<file path="src/rtl/alu_result_buffer.sv">
// ============================================================================
// Module   : alu_result_buffer
// Summary  : FIFO for ALU results and their flags, with optional push-time
//            statistics counters enabled by macro ALU_RESULT_BUFFER_STATS_EN.
// Revision : 1.0 - initial release
// ============================================================================
`default_nettype none

module alu_result_buffer #(
    parameter int DEPTH = 4
) (
    input  logic        clk,
    input  logic        rst_n,
    input  logic        in_valid,
    output logic        in_ready,
    input  logic [7:0]  y,
    input  logic        parity,
    input  logic        overflow,
    input  logic        greater,
    input  logic        is_eq,
    input  logic        less,
    output logic        out_valid,
    input  logic        out_ready,
    output logic [12:0] out_data,
    output logic [4:0]  level,
    output logic [7:0]  eq_count,
    output logic [7:0]  ovf_count
);

    localparam int         PTR_W   = (DEPTH > 1) ? $clog2(DEPTH) : 1;
    localparam logic [4:0] C_DEPTH = 5'(DEPTH);
    localparam logic [7:0] C_SAT   = 8'hFF;

    logic [12:0]      r_mem [DEPTH];
    logic [PTR_W-1:0] r_wr_ptr;
    logic [PTR_W-1:0] r_rd_ptr;
    logic [4:0]       r_level;

    logic             w_push;
    logic             w_pop;
    logic [12:0]      w_entry;

    assign w_entry   = {less, is_eq, greater, overflow, parity, y};

    // Handshakes come purely from the occupancy register, so out_ready never
    // reaches in_ready: a full buffer refuses a push even while it pops.
    assign in_ready  = (r_level != C_DEPTH);
    assign out_valid = (r_level != 5'd0);
    assign w_push    = in_valid && in_ready;
    assign w_pop     = out_valid && out_ready;

    assign out_data  = r_mem[r_rd_ptr];
    assign level     = r_level;

    always_ff @(posedge clk) begin
        if (w_push) begin
            r_mem[r_wr_ptr] <= w_entry;
        end
    end

    // DEPTH is a power of two, so pointers wrap by natural overflow.
    always_ff @(posedge clk or negedge rst_n) begin
        if (!rst_n) begin
            r_wr_ptr <= '0;
            r_rd_ptr <= '0;
        end else begin
            if (w_push) begin
                r_wr_ptr <= r_wr_ptr + PTR_W'(1);
            end
            if (w_pop) begin
                r_rd_ptr <= r_rd_ptr + PTR_W'(1);
            end
        end
    end

    always_ff @(posedge clk or negedge rst_n) begin
        if (!rst_n) begin
            r_level <= 5'd0;
        end else begin
            case ({w_push, w_pop})
                2'b10:   r_level <= r_level + 5'd1;
                2'b01:   r_level <= r_level - 5'd1;
                default: r_level <= r_level;
            endcase
        end
    end

`ifdef ALU_RESULT_BUFFER_STATS_EN
    logic [7:0] r_eq_count;
    logic [7:0] r_ovf_count;

    always_ff @(posedge clk or negedge rst_n) begin
        if (!rst_n) begin
            r_eq_count  <= 8'h00;
            r_ovf_count <= 8'h00;
        end else if (w_push) begin
            if (is_eq && (r_eq_count != C_SAT)) begin
                r_eq_count <= r_eq_count + 8'd1;
            end
            if (overflow && (r_ovf_count != C_SAT)) begin
                r_ovf_count <= r_ovf_count + 8'd1;
            end
        end
    end

    assign eq_count  = r_eq_count;
    assign ovf_count = r_ovf_count;
`else
    assign eq_count  = 8'h00;
    assign ovf_count = 8'h00;
`endif

endmodule

`default_nettype wire
</file>
<file path="config.mk">
export PLATFORM = sky130hd
export DESIGN_NAME = alu_result_buffer
export DESIGN_NICKNAME = d
export VERILOG_FILES = /design/src/rtl/alu_result_buffer.sv
export SDC_FILE = /design/constraint.sdc
export NUM_CORES = 1
export LEC_CHECK = 0
export ABC_AREA = 1
export BUFFER_PORTS_ARGS = -buffer_cell sky130_fd_sc_hd__buf_4
export CAP_MARGIN = 15
export CORE_ASPECT_RATIO = 0.6
export CORE_MARGIN = 1
export CORE_UTILIZATION = 54
export CTS_CLUSTER_SIZE = 16
export DETAILED_ROUTE_END_ITERATION = 12
export PLACE_DENSITY_LB_ADDON = 0.15
export SYNTH_ARGS = -nofsm -noshare
export SYNTH_HDL_FRONTEND = slang
export SYNTH_SLANG_ARGS = --single-unit
</file>
<file path="constraint.sdc">
create_clock -name clk -period 2.4 [get_ports clk]
set_input_delay 0.72 -clock clk [delete_from_list [all_inputs] [get_ports clk]]
set_output_delay 0.72 -clock clk [all_outputs]
set_load 0.03 [all_outputs]
</file>
==> results of run 1 <==
cell families after synthesis:
family / after synthesis
other cells: 1
simple gates: 75
buf+inv: 39
flops: 61
xor+xnor: 2
fa+ha+maj: 9
compound gates: 40
through the flow:
stage / worst slack (ns) / hold WS, ns / area, um2 / utilization / instances
3_3_place_gp: 0.200 / 0.514 / 3000 / 0.638 / 325
4_1_cts: 0.102 / 0.209 / 3200 / 0.681 / 340
5_1_grt: 0.0106 / 0.210 / 3210 / 0.681 / 340
2_1_floorplan: 0.00797 / 0.424 / 2790 / - / 242
6_report: 0.109 / 0.220 / 3210 / 0.681 / 340
3_5_place_dp: 0.154 / 0.526 / 3000 / 0.638 / 325
placed cells by master (no fill, tap or decap):
cell type,n
xor2_1,1
edfxtp_1,52
nor2_4,1
clkinv_2,3
bufinv_16,2
o22ai_1,14
nand4_2,1
dfrtp_1,9
inv_4,1
xnor2_1,1
o21ai_1,6
ha_1,8
or2_2,2
fa_1,1
nand2_4,1
nand3_1,8
o21ai_0,20
clkinv_1,1
conb_1,16
nor2_1,33
inv_1,15
clkbuf_8,9
nand4_4,1
nand2_1,28
buf_4,43
worst min path at each step:
stage,slack (ns),from,depth (start not counted),to
6_report,0.22,rst_n,1,r_wr_ptr[0]
4_1_cts,0.21,rst_n,1,r_wr_ptr[0]
2_1_floorplan,0.42,rst_n,0,level[0]
3_3_place_gp,0.51,level[4],2,level[4]
3_5_place_dp,0.53,r_wr_ptr[1],2,r_wr_ptr[1]
5_1_grt,0.21,rst_n,1,r_wr_ptr[0]
state kept, by name, summed over array words and instances, names as in the netlist:
name      flops
r_wr_ptr      2
level         5
r_mem        52
r_rd_ptr      2
layer usage:
| layer | up-vias | track usage |
|---|---|---|
| met5 | - | 0 |
| met4 | 0 | 0.0703 |
| met3 | 4 | 0.0613 |
| met2 | 50 | 0.311 |
| met1 | 799 | 0.279 |
| li1 | 848 | - |
power by group:
| group | switching [uW] | internal [uW] |
|---|---|---|
| sequential | 127 | 1410 |
| combinational | 1310 | 674 |
| clock | 350 | 569 |
cell type report:
| cell class | count | area [um2] |
|---|---|---|
| Clock inverter | 6 | 78.8 |
| Inverter | 16 | 62.6 |
| Clock buffer | 9 | 124 |
| Sequential cell | 61 | 1790 |
| Multi-Input combinational cell | 142 | 753 |
| Fill cell | 364 | 1500 |
| Tap cell | 63 | 78.8 |
| Timing Repair Buffer | 43 | 323 |
==> results_dict.tcl, run 1 <==
set metrics [dict create \
    synthTopCellsByCount "edfxtp_1 (52), nor2_1 (33), nand2_1 (28), o21ai_0 (20), buf_4 (17)" \
    hold_viol_final 0 \
    synthFlopType "edfxtp_1" \
    min_path_type "primary input to asynchronous set/reset pin" \
    drt-initial-drc-count 110 \
    track_usage 0.203 \
    synth_edf_count 52 \
    synth_area_mm2 0.00273 \
    crit_buf_inv 2 \
    routedWlPerCell_um 14.2 \
    crit_slowest_cell "dfrtp_1" \
    core-area_mm2 0.00471 \
    grt_max_degree 29 \
    hpwl_mm 3.20 \
    dr_wl_met2_mm 2.26 \
    pin_count 53 \
    die-height_um 57.1 \
    met1_length_mm 2.27 \
    synth_top_area_frac 0.572 \
    cts_tree "built" \
    p_leak_uw 0.00133 \
    synth_most_common_cell "edfxtp_1" \
    cts-root-buf "clkbuf_8" \
    wl_met3_um 253 \
    slew_violations 0 \
    drc 0 \
    ctsResizeCount 0 \
    drt_pass1_iterations 4 \
    top_layer "met4" \
    drive_gt1_frac 0.231 \
    fin_crit_sh 0.955 \
    yosysSeqAreaShare 0.655 \
    max_stage_delay_ns 0.38 \
    h-tree-depth 3 \
    clkLatencyLatePin_ns 0.32 \
    yosysWarningCount 0 \
    setup-tns-final_ns 0 \
    power.total_uw 4440 \
    finClkSkew_ns 0.00481 \
    synth-compound-area-share 0.0798 \
    start_util 0.580 \
    synthCells 227 \
    ir_drop_v 0.000915 \
    std_cell_rows 19 \
    yosys.area_share.simple 0.124 \
    cts_sinks 61 \
    synth_mux_area_frac 0 \
    cts_setup_buffers 0 \
    setup_viol 0 \
    startpoint "r_rd_ptr[0]" \
    r2r.worst_path.cells 11 \
    cts_buffers 9 \
    vias_per_cell 5.00 \
    crit_family "buffers and inverters" \
    r2r-start "level[0]" \
    first_global_vias 1558 \
    endpoint "out_data[5]" \
    synth-seq-cells 61 \
    area_delta_synth_final_pct 17.5 \
    hold_buffers 0 \
    synth.distinct_cells 25 \
    clk_pin_slew_worst_paths_ns 0.06 \
    maxCapViolCount 0 \
    grt_overflow 0 \
    antenna_left 0 \
    place_congestion 0.895 \
    n_antenna_cell 0 \
    synth_largest_area_cell "edfxtp_1" \
    antenna_found_initial 0 \
    synthTopCellsByArea "edfxtp_1 (57%), dfrtp_1 (8.3%), buf_4 (4.7%)" \
    final_nets 299 \
    rr_endpoint "level[4]" \
    postRouteWirelength_mm 4.82 \
    critPathMaxFanout 28 \
    floorplan.die_area_mm2 0.00535 \
    final.min_clock_period_ns 2.29 \
    num_vias 1701 \
    worst_setup_path_end_kind "primary output" \
    rrSetupSlack_ns 0.18 \
    clockBufferDepth 2 \
    port-buffer-count 36 \
    synth-xor-area-share 0.00642 \
    crit_required_ns 1.68 \
    p_per_area_mw_per_mm2 1390 \
    syn_avg_cell_area_um2 12.0 \
    crit_chain "buf_4 > o21ai_0 > o22ai_1 > buf_4" \
    cp_num_cells 4 \
    crit_path_start_kind "register" \
    path_class "register to primary output" \
    rsz0062_at_grt "no" \
    fmax_ghz 0.436 \
    synth_top_family_by_area "simple AND/OR/NAND/NOR gates" \
    synthArstFlopShare 0.148 \
    crit_top_cell "buf_4" \
    grt_pass1_wl_mm 7.75 \
    synth_fa_ha_area_frac 0.0440 \
    die_w_um 93.8 \
    arrival_ns 1.57 \
    outcome "completed" \
]
No activity file was read; power rests on OpenSTA's default activity.
==> inputs of run 2 (changes only) <==
--- a/config.mk
+++ b/config.mk
@@ -5,7 +5,6 @@
 export SDC_FILE = /design/constraint.sdc
 export NUM_CORES = 1
 export LEC_CHECK = 0
-export ABC_AREA = 1
 export BUFFER_PORTS_ARGS = -buffer_cell sky130_fd_sc_hd__buf_4
 export CAP_MARGIN = 15
 export CORE_ASPECT_RATIO = 0.6
@@ -14,6 +13,7 @@
 export CTS_CLUSTER_SIZE = 16
 export DETAILED_ROUTE_END_ITERATION = 12
 export PLACE_DENSITY_LB_ADDON = 0.15
+export SKIP_CTS_REPAIR_TIMING = 1
 export SYNTH_ARGS = -nofsm -noshare
 export SYNTH_HDL_FRONTEND = slang
 export SYNTH_SLANG_ARGS = --single-unit
==> results_dict.tcl, run 2 <==
set metrics [dict create \
    outcome "finished with violations" \
    violations "setup timing" \
    p_per_area_mw_per_mm2 1350 \
    clkLatencyLatePin_ns 0.33 \
    yosysWarningCount 0 \
    final.min_clock_period_ns 2.44 \
    num_vias 1430 \
    n_antenna_cell 0 \
    rrSetupSlack_ns -0.04 \
    routedWlPerCell_um 16.6 \
    p_clk_frac 0.201 \
    area_delta_synth_final_pct 26.2 \
    clk_pin_slew_worst_paths_ns 0.06 \
    synth.distinct_cells 32 \
    postRouteWirelength_mm 4.56 \
    cts_tree "built" \
    crit_path_start_kind "register" \
    std_cell_rows 19 \
    min_path_type "primary input to asynchronous set/reset pin" \
    grt_max_degree 15 \
    synthTopCellsByCount "edfxtp_1 (52), buf_4 (17), mux4_2 (13), dfrtp_1 (9), ha_1 (8)" \
    tightest_slew_ns 0.721 \
    arrival_ns 2.64 \
    setup_viol 1 \
    finClkSkew_ns 0.00957 \
    drive_gt1_frac 0.458 \
    place_congestion 0.877 \
    antenna_left 0 \
    synth_area_mm2 0.00266 \
    ir_drop_v 0.000739 \
    drt-initial-drc-count 78 \
    layout_common_cells "edfxtp_1 (52), buf_4 (51), conb_1 (16), mux4_2 (13), clkbuf_8 (12)" \
    synthCells 148 \
    clockBufferDepth 2 \
    place_ws_ns -0.0822 \
    core-area_mm2 0.00466 \
    p_int_uw 2930 \
    drt_pass1_iterations 4 \
    synth_edf_count 52 \
    track_usage 0.199 \
    hpwl_mm 3.13 \
    synth_top_area_frac 0.586 \
    critPathMaxFanout 4 \
    antenna_found_initial 0 \
    switching_share 0.353 \
    cts-root-buf "clkbuf_8" \
    p_comb_frac 0.458 \
    synthArstFlopShare 0.148 \
    path_class "register to register" \
    vias_per_cell 5.20 \
    largest-register "r_mem" \
    rr_endpoint "level[4]" \
    r2r-start "level[3]" \
    floorplan.die_area_mm2 0.00522 \
    power.total_uw 4530 \
    cts_sinks 61 \
    cts_buffers 9 \
    seqPwrFrac 0.341 \
    grt_overflow 0 \
    layout_commonest_cell "edfxtp_1" \
    syn_avg_cell_area_um2 18.0 \
    first_global_vias 1425 \
    crit_required_ns 2.60 \
    grt_pass1_wl_mm 7.12 \
    synth-seq-cells 61 \
    drc 0 \
    hold_viol_final 0 \
    slew_headroom 0.519 \
    worst_setup_path_end_kind "register" \
    maxCapViolCount 0 \
    r2r.worst_path.cells 7 \
    die-height_um 56.4 \
    setup-tns-final_ns -0.0383 \
    port-buffer-count 36 \
    synth_most_common_cell "edfxtp_1" \
    largest_register_ffs 52 \
    start_util 0.571 \
    rsz0062_at_grt "yes" \
    fmax_ghz 0.410 \
    final_nets 233 \
    finalWorstSetupSlack_ns -0.0383 \
    synthTopCellsByArea "edfxtp_1 (59%), mux4_2 (11%), dfrtp_1 (8.5%)" \
    pin_count 53 \
    fin_crit_sh 1.02 \
    synth_largest_area_cell "edfxtp_1" \
    holdWs_ns 0.207 \
    p_sw_uw 1600 \
    yosysSeqAreaShare 0.671 \
    h-tree-depth 3 \
    synthFlopType "edfxtp_1" \
    die_w_um 92.7 \
    p_leak_uw 0.00126 \
    slew_violations 0 \
]
## run 2: worst max-delay path by stage
stage | depth (start not counted) | endpoint | slack (ns) | startpoint
after floorplan | 7 | level[4] | -0.14 | level[3]
after global placement | 7 | level[3] | -0.004 | level[3]
final | 7 | level[4] | -0.04 | level[3]
after global routing | 7 | level[4] | -0.1 | level[3]
after detailed placement | 7 | level[4] | -0.08 | level[3]
after CTS | 7 | level[4] | -0.10 | level[3]
## run 2: cells by family after synthesis
logic type / synth area share
adder cells (fa/ha/maj): 0.0451
AND/OR/NAND/NOR: 0.0498
buffers and inverters: 0.0601
multiplexers: 0.123
other: 0.00141
flip-flops: 0.671
XOR/XNOR: 0.0164
AO/OA/AOI/OAI: 0.0334
## run 2: per-stage QoR
step / cells / instance area (um2) / utilization
after floorplan: 163 / 2750 / -
after global placement: 257 / 3070 / 0.660
after detailed placement: 257 / 3070 / 0.660
after CTS: 273 / 3280 / 0.704
after global routing: 275 / 3360 / 0.721
final: 275 / 3360 / 0.721
## run 2: final cells by class
type	instances	area, um2
Fill cell	305	1300
Clock inverter	1	30.0
Inverter	5	18.8
Tap cell	63	78.8
Multi-Input combinational cell	77	851
Clock buffer	15	176
Timing Repair Buffer	53	414
Sequential cell	61	1790
## run 2: layer usage
layer	track usage	vias to the layer above	wire, um	part of all wire
met5	0	-	0	0
met4	0.0813	0	55	0.012
met3	0.0732	6	260	0.057
met2	0.301	50	2230	0.49
met1	0.263	710	2020	0.44
li1	-	664	-	-
## run 2: worst max-delay path, stage by stage, from the launching register on
cell and delay, ns:
dfrtp_2 0.40, or4_4 0.54, o21a_4 0.23, ha_4 0.19, ha_4 0.22, or4b_4 0.54, o311ai_2 0.09, o211ai_1 0.10
## run 2: power by group through the flow
stage | registers (uW) | logic (uW) | clock network [uW]
5_1_grt | 1570 | 2210 | 970
3_5_place_dp | 1560 | 1970 | 0
2_1_floorplan | 1660 | 1200 | 0
6_report | 1550 | 2080 | 909
4_1_cts | 1540 | 1980 | 925
3_3_place_gp | 1540 | 1910 | 0
